===== config.mk =====
export PLATFORM = sky130hd
export DESIGN_NAME = rca_chunked_adder
export DESIGN_NICKNAME = d
export VERILOG_FILES = /design/src/rtl/rca_pkg.sv /design/src/rtl/full_adder.sv /design/src/rtl/rca_chunk.sv /design/src/rtl/rca_chunked_adder.sv
export SDC_FILE = /design/constraint.sdc
export NUM_CORES = 1
export LEC_CHECK = 0
export ABC_AREA = 1
export CAP_MARGIN = 25
export CORE_MARGIN = 4
export CORE_UTILIZATION = 46
export DETAILED_ROUTE_END_ITERATION = 7
export PLACE_DENSITY = 0.77
export REMOVE_ABC_BUFFERS = 1
export SLEW_MARGIN = 20
export SYNTH_ARGS = -nofsm -noshare
export SYNTH_HDL_FRONTEND = slang
export SYNTH_SLANG_ARGS = --single-unit

===== constraint.sdc =====
create_clock -name i_clk -period 4.5 [get_ports i_clk]
set_input_delay 0.675 -clock i_clk [delete_from_list [all_inputs] [get_ports i_clk]]
set_output_delay 0.675 -clock i_clk [all_outputs]
set_load 0.005 [all_outputs]

===== src/rtl/rca_pkg.sv =====
// Shared types and sizing helpers for the chunked ripple-carry adder.
package rca_pkg;

  typedef enum logic [1:0] {
    IDLE = 2'd0,
    BUSY = 2'd1,
    DONE = 2'd2
  } rca_state_t;

  // Chunk counter width: clog2 of the chunk count, never narrower than 1 bit.
  function automatic int unsigned cnt_width(input int unsigned nchunk);
    if (nchunk <= 1) return 1;
    return $clog2(nchunk);
  endfunction

endpackage


===== src/rtl/full_adder.sv =====
// Single-bit full adder cell.
module full_adder (
  input  logic i_a,
  input  logic i_b,
  input  logic i_cin,
  output logic o_sum,
  output logic o_cout
);

  assign o_sum  = i_a ^ i_b ^ i_cin;
  assign o_cout = (i_a & i_b) | (i_cin & (i_a ^ i_b));

endmodule


===== src/rtl/rca_chunk.sv =====
// Combinational CHUNK-bit ripple-carry adder built from full_adder cells.
// Also exposes the carry into its MSB so the caller can form signed overflow.
module rca_chunk #(
  parameter int CHUNK = 8
) (
  input  logic [CHUNK-1:0] i_a,
  input  logic [CHUNK-1:0] i_b,
  input  logic             i_cin,
  output logic [CHUNK-1:0] o_sum,
  output logic             o_cout,
  output logic             o_msb_cin
);

  logic [CHUNK:0] w_c;

  assign w_c[0] = i_cin;

  for (genvar g = 0; g < CHUNK; g++) begin : g_fa
    full_adder u_fa (
      .i_a   (i_a[g]),
      .i_b   (i_b[g]),
      .i_cin (w_c[g]),
      .o_sum (o_sum[g]),
      .o_cout(w_c[g+1])
    );
  end

  assign o_cout    = w_c[CHUNK];
  assign o_msb_cin = w_c[CHUNK-1];

endmodule


===== src/rtl/rca_chunked_adder.sv =====
// Multi-cycle adder/subtractor: adds CHUNK bits per cycle through a shared
// ripple-carry chunk, with a valid/ready handshake on both sides.
module rca_chunked_adder
  import rca_pkg::*;
#(
  parameter int WIDTH = 32,
  parameter int CHUNK = 8
) (
  input  logic             i_clk,
  input  logic             i_rst,
  input  logic             i_valid,
  output logic             o_ready,
  input  logic [WIDTH-1:0] i_add_term1,
  input  logic [WIDTH-1:0] i_add_term2,
  input  logic             i_carry,
  input  logic             i_sub,
  output logic             o_valid,
  input  logic             i_ready,
  output logic [WIDTH:0]   o_result,
  output logic             o_overflow
);

  localparam int unsigned NCHUNK = WIDTH / CHUNK;
  localparam int unsigned CW     = cnt_width(NCHUNK);

  rca_state_t       r_state;
  rca_state_t       w_next;

  logic [WIDTH-1:0] r_a;
  logic [WIDTH-1:0] r_b;
  logic [WIDTH-1:0] r_sum;
  logic             r_carry;
  logic             r_ovf;
  logic [CW-1:0]    r_k;

  logic             w_accept;
  logic             w_step;
  logic             w_last;
  logic [CHUNK-1:0] w_ca;
  logic [CHUNK-1:0] w_cb;
  logic [CHUNK-1:0] w_cs;
  logic             w_cout;
  logic             w_msb_cin;

  assign w_last = (r_k == CW'(NCHUNK - 1));

  // State register; reset overrides any transaction in flight.
  always_ff @(posedge i_clk) begin
    if (i_rst) r_state <= IDLE;
    else       r_state <= w_next;
  end

  // Next-state and handshake outputs.
  always_comb begin
    w_next   = r_state;
    o_ready  = 1'b0;
    o_valid  = 1'b0;
    w_accept = 1'b0;
    w_step   = 1'b0;
    case (r_state)
      IDLE: begin
        o_ready = 1'b1;
        if (i_valid) begin
          w_accept = 1'b1;
          w_next   = BUSY;
        end
      end
      BUSY: begin
        w_step = 1'b1;
        if (w_last) w_next = DONE;
      end
      DONE: begin
        o_valid = 1'b1;
        if (i_ready) w_next = IDLE;
      end
      default: w_next = IDLE;
    endcase
  end

  // Select the operand slices for the chunk currently being added.
  always_comb begin
    w_ca = '0;
    w_cb = '0;
    for (int unsigned i = 0; i < NCHUNK; i++) begin
      if (r_k == CW'(i)) begin
        w_ca = r_a[i*CHUNK +: CHUNK];
        w_cb = r_b[i*CHUNK +: CHUNK];
      end
    end
  end

  rca_chunk #(
    .CHUNK(CHUNK)
  ) u_chunk (
    .i_a      (w_ca),
    .i_b      (w_cb),
    .i_cin    (r_carry),
    .o_sum    (w_cs),
    .o_cout   (w_cout),
    .o_msb_cin(w_msb_cin)
  );

  // Operand capture and per-chunk accumulation.
  // Subtract mode is folded into the captured operands (inverted B, carry seed 1),
  // so no separate mode bit is needed once the operation is accepted.
  always_ff @(posedge i_clk) begin
    if (i_rst) begin
      r_a     <= '0;
      r_b     <= '0;
      r_sum   <= '0;
      r_carry <= 1'b0;
      r_ovf   <= 1'b0;
      r_k     <= '0;
    end else if (w_accept) begin
      r_a     <= i_add_term1;
      r_b     <= i_sub ? ~i_add_term2 : i_add_term2;
      r_carry <= i_sub | i_carry;
      r_k     <= '0;
    end else if (w_step) begin
      for (int unsigned i = 0; i < NCHUNK; i++) begin
        if (r_k == CW'(i)) r_sum[i*CHUNK +: CHUNK] <= w_cs;
      end
      r_carry <= w_cout;
      if (w_last) r_ovf <= w_msb_cin ^ w_cout;
      else        r_k   <= r_k + 1'b1;
    end
  end

  assign o_result   = {r_carry, r_sum};
  assign o_overflow = r_ovf;

endmodule


==> impl_metrics.csv <==
group,metric,value,unit
route,vias,4598,
timing,fin_crit,4.200,ns
critical_path,crit_path_max_incr_delay,0.46,ns
clock_network,htree_num_levels,3,
clock_network,clkLatencyLatePin,0.36,ns
timing,slew_headroom,35.04,%
timing,hold_viol,0,
grt,grt_max_degree,52,
layout,syn2layout_area_growth,25.63,%
critical_path,critical_path.startpoint,"r_k[0]",
layout,antennaDiodeCount,0,
grt,grt_pass1_vias,4266,
grt,grt_overflow_total,0,
logic_synthesis,syn_area,5037,sq um
critical_path,critical_path.most_common_cell,"fa_1",
floorplan,ios,106,
floorplan,die_w,112.6,um
route,drc,0,
power,clkPwrFrac,29.2,%
floorplan,dieHeight,112.6,um
critical_path,start_kind,"flip-flop",
layout,layout.nets,932,
critical_path,cp_max_fo,17,
clock_network,cts_sinks,102,
logic_synthesis,ys_seq_area_share,40.54,%
logic_synthesis,synth_cell_types,24,
floorplan,die-area,12690,sq um
run_status,status,"completed",
logic_synthesis,yosys-top-cells-area,"dfxtp_1, nand2_1, nor2_1",
placed_design,gp_congestion,0.9495,
logic_synthesis,syn_avg_cell_area,6.593,sq um
floorplan,rows,37,
placed_design,place_inst,975,
power,switching_share,28.37,%
floorplan,core-area,10510,sq um
timing,fmax,0.2381,GHz
layout,fin_cells,991,
critical_path,critPathSlowestCell,"fa_1",
route,drt_iter0_drc,286,
logic_synthesis,synth_cells,764,
placed_design,place_ws,0.2610,ns
power,seq_power_share,50.6,%
route,drtAntennaViolNets,0,
critical_path,path_buf_inv,4,
placed_design,io_buffers,105,
clock_network,cts_tree,"done",
floorplan,initial_utilization,47.93,%
critical_path,critPathCaptureType,"flip-flop",
route,wirelength,12.00,mm
clock_network,clkTransAtPathRegs,0.09,ns
grt,grt_antenna_before_repair,0,
critical_path,r2r-start,"r_k[0]",
critical_path,worstSetupPathType,"reg -> reg",
timing,drv_slew,0,
route,via_per_inst,4.640,
route,dr.pass1.iters,4,
logic_synthesis,yosysTopAreaCell,"dfxtp_1",
logic_synthesis,synth_top_area_share,40.54,%
critical_path,crit_family,"adder cells",
clock_network,clock-root-buffer,"clkbuf_8",
grt,grt.total_usage,19.08,%
run,cap_violations,0,
logic_synthesis,ys_ff_latch,102,
timing,period_share,93.32,%
power,power_density,313.5,nW/um^2
power,intPower,1.421,mW
power,power.switching,0.5629,mW
critical_path,crit_arrival,4.46,ns
layout,postLayoutCoreUtil,60.22,%
layout,drive_gt1_share,4.678,%
clock_network,cts_buffers,9,
timing,fin_skew,0.01477,ns
power,p_leak,3.022,nW
placed_design,detailed_place_hpwl,9.052,mm
critical_path,crit_chain,"inv_1 > ha_1 > buf_4 > a21oi_1 > a21oi_1 > fa_1 > fa_1 > fa_1 > inv_1 > fa_1 > fa_1 > fa_1 > fa_1 > inv_1 > fa_1 > nor2_1 > nor2_1",
timing,max_slew.worst_pin.slew,0.9721,ns
hold_path,hp-class,"reg -> reg",
timing,rsz0062_at_grt,"no",
hold_path,hp-start,"r_b[27]",
grt,grt_pass1_wl,20.01,mm
timing,worst_slack,0.3004,ns
clock_network,cts_buffer_depth,2,
route,wl_per_cell,12.11,um
power,comb_power_share,20.2,%
critical_path,critPathRequiredTime,4.76,ns
logic_synthesis,yosys_warnings,0,
power,ir_drop,0.0001428,V
timing,setup-violations-final,0,
timing,setup_tns,0,ns
per-stage QoR:
stage | power (mW) | area (sq um) | hold slack [ns]
after floorplan | 1.239 | 4831 | 0.4113
final | 1.984 | 6329 | 0.4522
after CTS | 1.997 | 6324 | 0.4520
after global routing | 2.094 | 6329 | 0.4728
after global placement | 1.421 | 6122 | 0.4220
after detailed placement | 1.426 | 6122 | 0.4308
state kept, by name, indices dropped and copies added (netlist names):
| register | cells |
|---|---|
| r_k | 2 |
| r_b | 32 |
| r_sum | 32 |
| r_a | 32 |
| r_carry | 1 |
| r_state | 2 |
| o_overflow | 1 |
placed cells by master, fill, tap and decap left out:
cell / n
dfxtp_1: 102
nand3_1: 19
xnor2_1: 1
inv_2: 4
ha_2: 2
nand2_2: 1
or2_2: 3
nor2_4: 3
buf_4: 10
clkinv_4: 3
clkbuf_8: 10
a21boi_0: 5
nand2_4: 1
clkinv_1: 1
buf_2: 1
clkdlybuf4s50_1: 104
a21oi_1: 26
xor2_1: 25
nor2_1: 154
bufinv_16: 1
inv_1: 76
nor2_2: 1
nand2_1: 257
clkbuf_1: 2
ha_1: 2
o21ai_0: 33
fa_1: 8
power by group through the flow:
stage | Clock, mW | Combinational (mW) | Sequential [mW]
floorplan | 0 | 0.227 | 1.01
global placement | 0 | 0.398 | 1.02
detailed placement | 0 | 0.401 | 1.02
CTS | 0.590 | 0.403 | 1.00
global route | 0.632 | 0.450 | 1.01
finish | 0.579 | 0.400 | 1.00
path summary, 6_finish.rpt:
path                to  slack (ns)  depth (start not counted)
max          r_sum[15]        0.30                         17
min            r_b[27]        0.45                          2
max reg2reg  r_sum[15]        0.30                         17
min reg2reg    r_b[27]        0.45                          2
worst reg2reg max path: stages, from the launching register on:
cell and delay (ns):
dfxtp_1 0.35, inv_1 0.11, ha_1 0.18, buf_4 0.23, a21oi_1 0.10, a21oi_1 0.20, fa_1 0.22, fa_1 0.18
fa_1 0.16, inv_1 0.05, fa_1 0.37, fa_1 0.39, fa_1 0.40, fa_1 0.42, inv_1 0.09, fa_1 0.46
nor2_1 0.14, nor2_1 0.06
routing by layer:
| layer | GRT usage (%) | up-vias | share of wire [%] |
|---|---|---|---|
| li1 | - | 2450 | - |
| met1 | 25.59 | 2002 | 47 |
| met2 | 32.11 | 134 | 46 |
| met3 | 2.857 | 12 | 5.4 |
| met4 | 5.048 | 0 | 1.2 |
| met5 | 0 | - | 0 |
layout make-up:
| class | instances | area, sq um |
|---|---|---|
| Fill cell | 1049 | 4180 |
| Clock inverter | 4 | 56.30 |
| Inverter | 81 | 304.0 |
| Multi-Input combinational cell | 541 | 2490 |
| Timing Repair Buffer | 115 | 1121 |
| Sequential cell | 102 | 2042 |
| Clock buffer | 12 | 145.1 |
| Tap cell | 136 | 170.2 |
synth_stat cells (all sizes together):
library cell  instances
a21boi                5
a21oi                26
buf                  29
clkbuf               11
clkinv                1
dfxtp               102
fa                    8
ha                    4
inv                  80
nand2               259
nand3                19
nor2                158
o21ai                33
or2                   3
xnor2                 1
xor2                 25
cell families (layout without fill, tap and decap cells):
group	Yosys count	after routing	synth area share (%)
simple gates	439	439	34.03
buf+inv	121	212	10.13
flops	102	102	40.54
compound gates	64	64	6.607
xor+xnor	26	26	4.521
fa+ha+maj	12	12	4.173
timing repair:
action / 4_1_cts / 5_1_grt
hold buffers: 0 / 0
buffers inserted: 0 / 0
resized for setup: 0 / 2
endpoints found under the setup margin: 0 / 4
No activity file was read; power rests on OpenSTA's default activity.
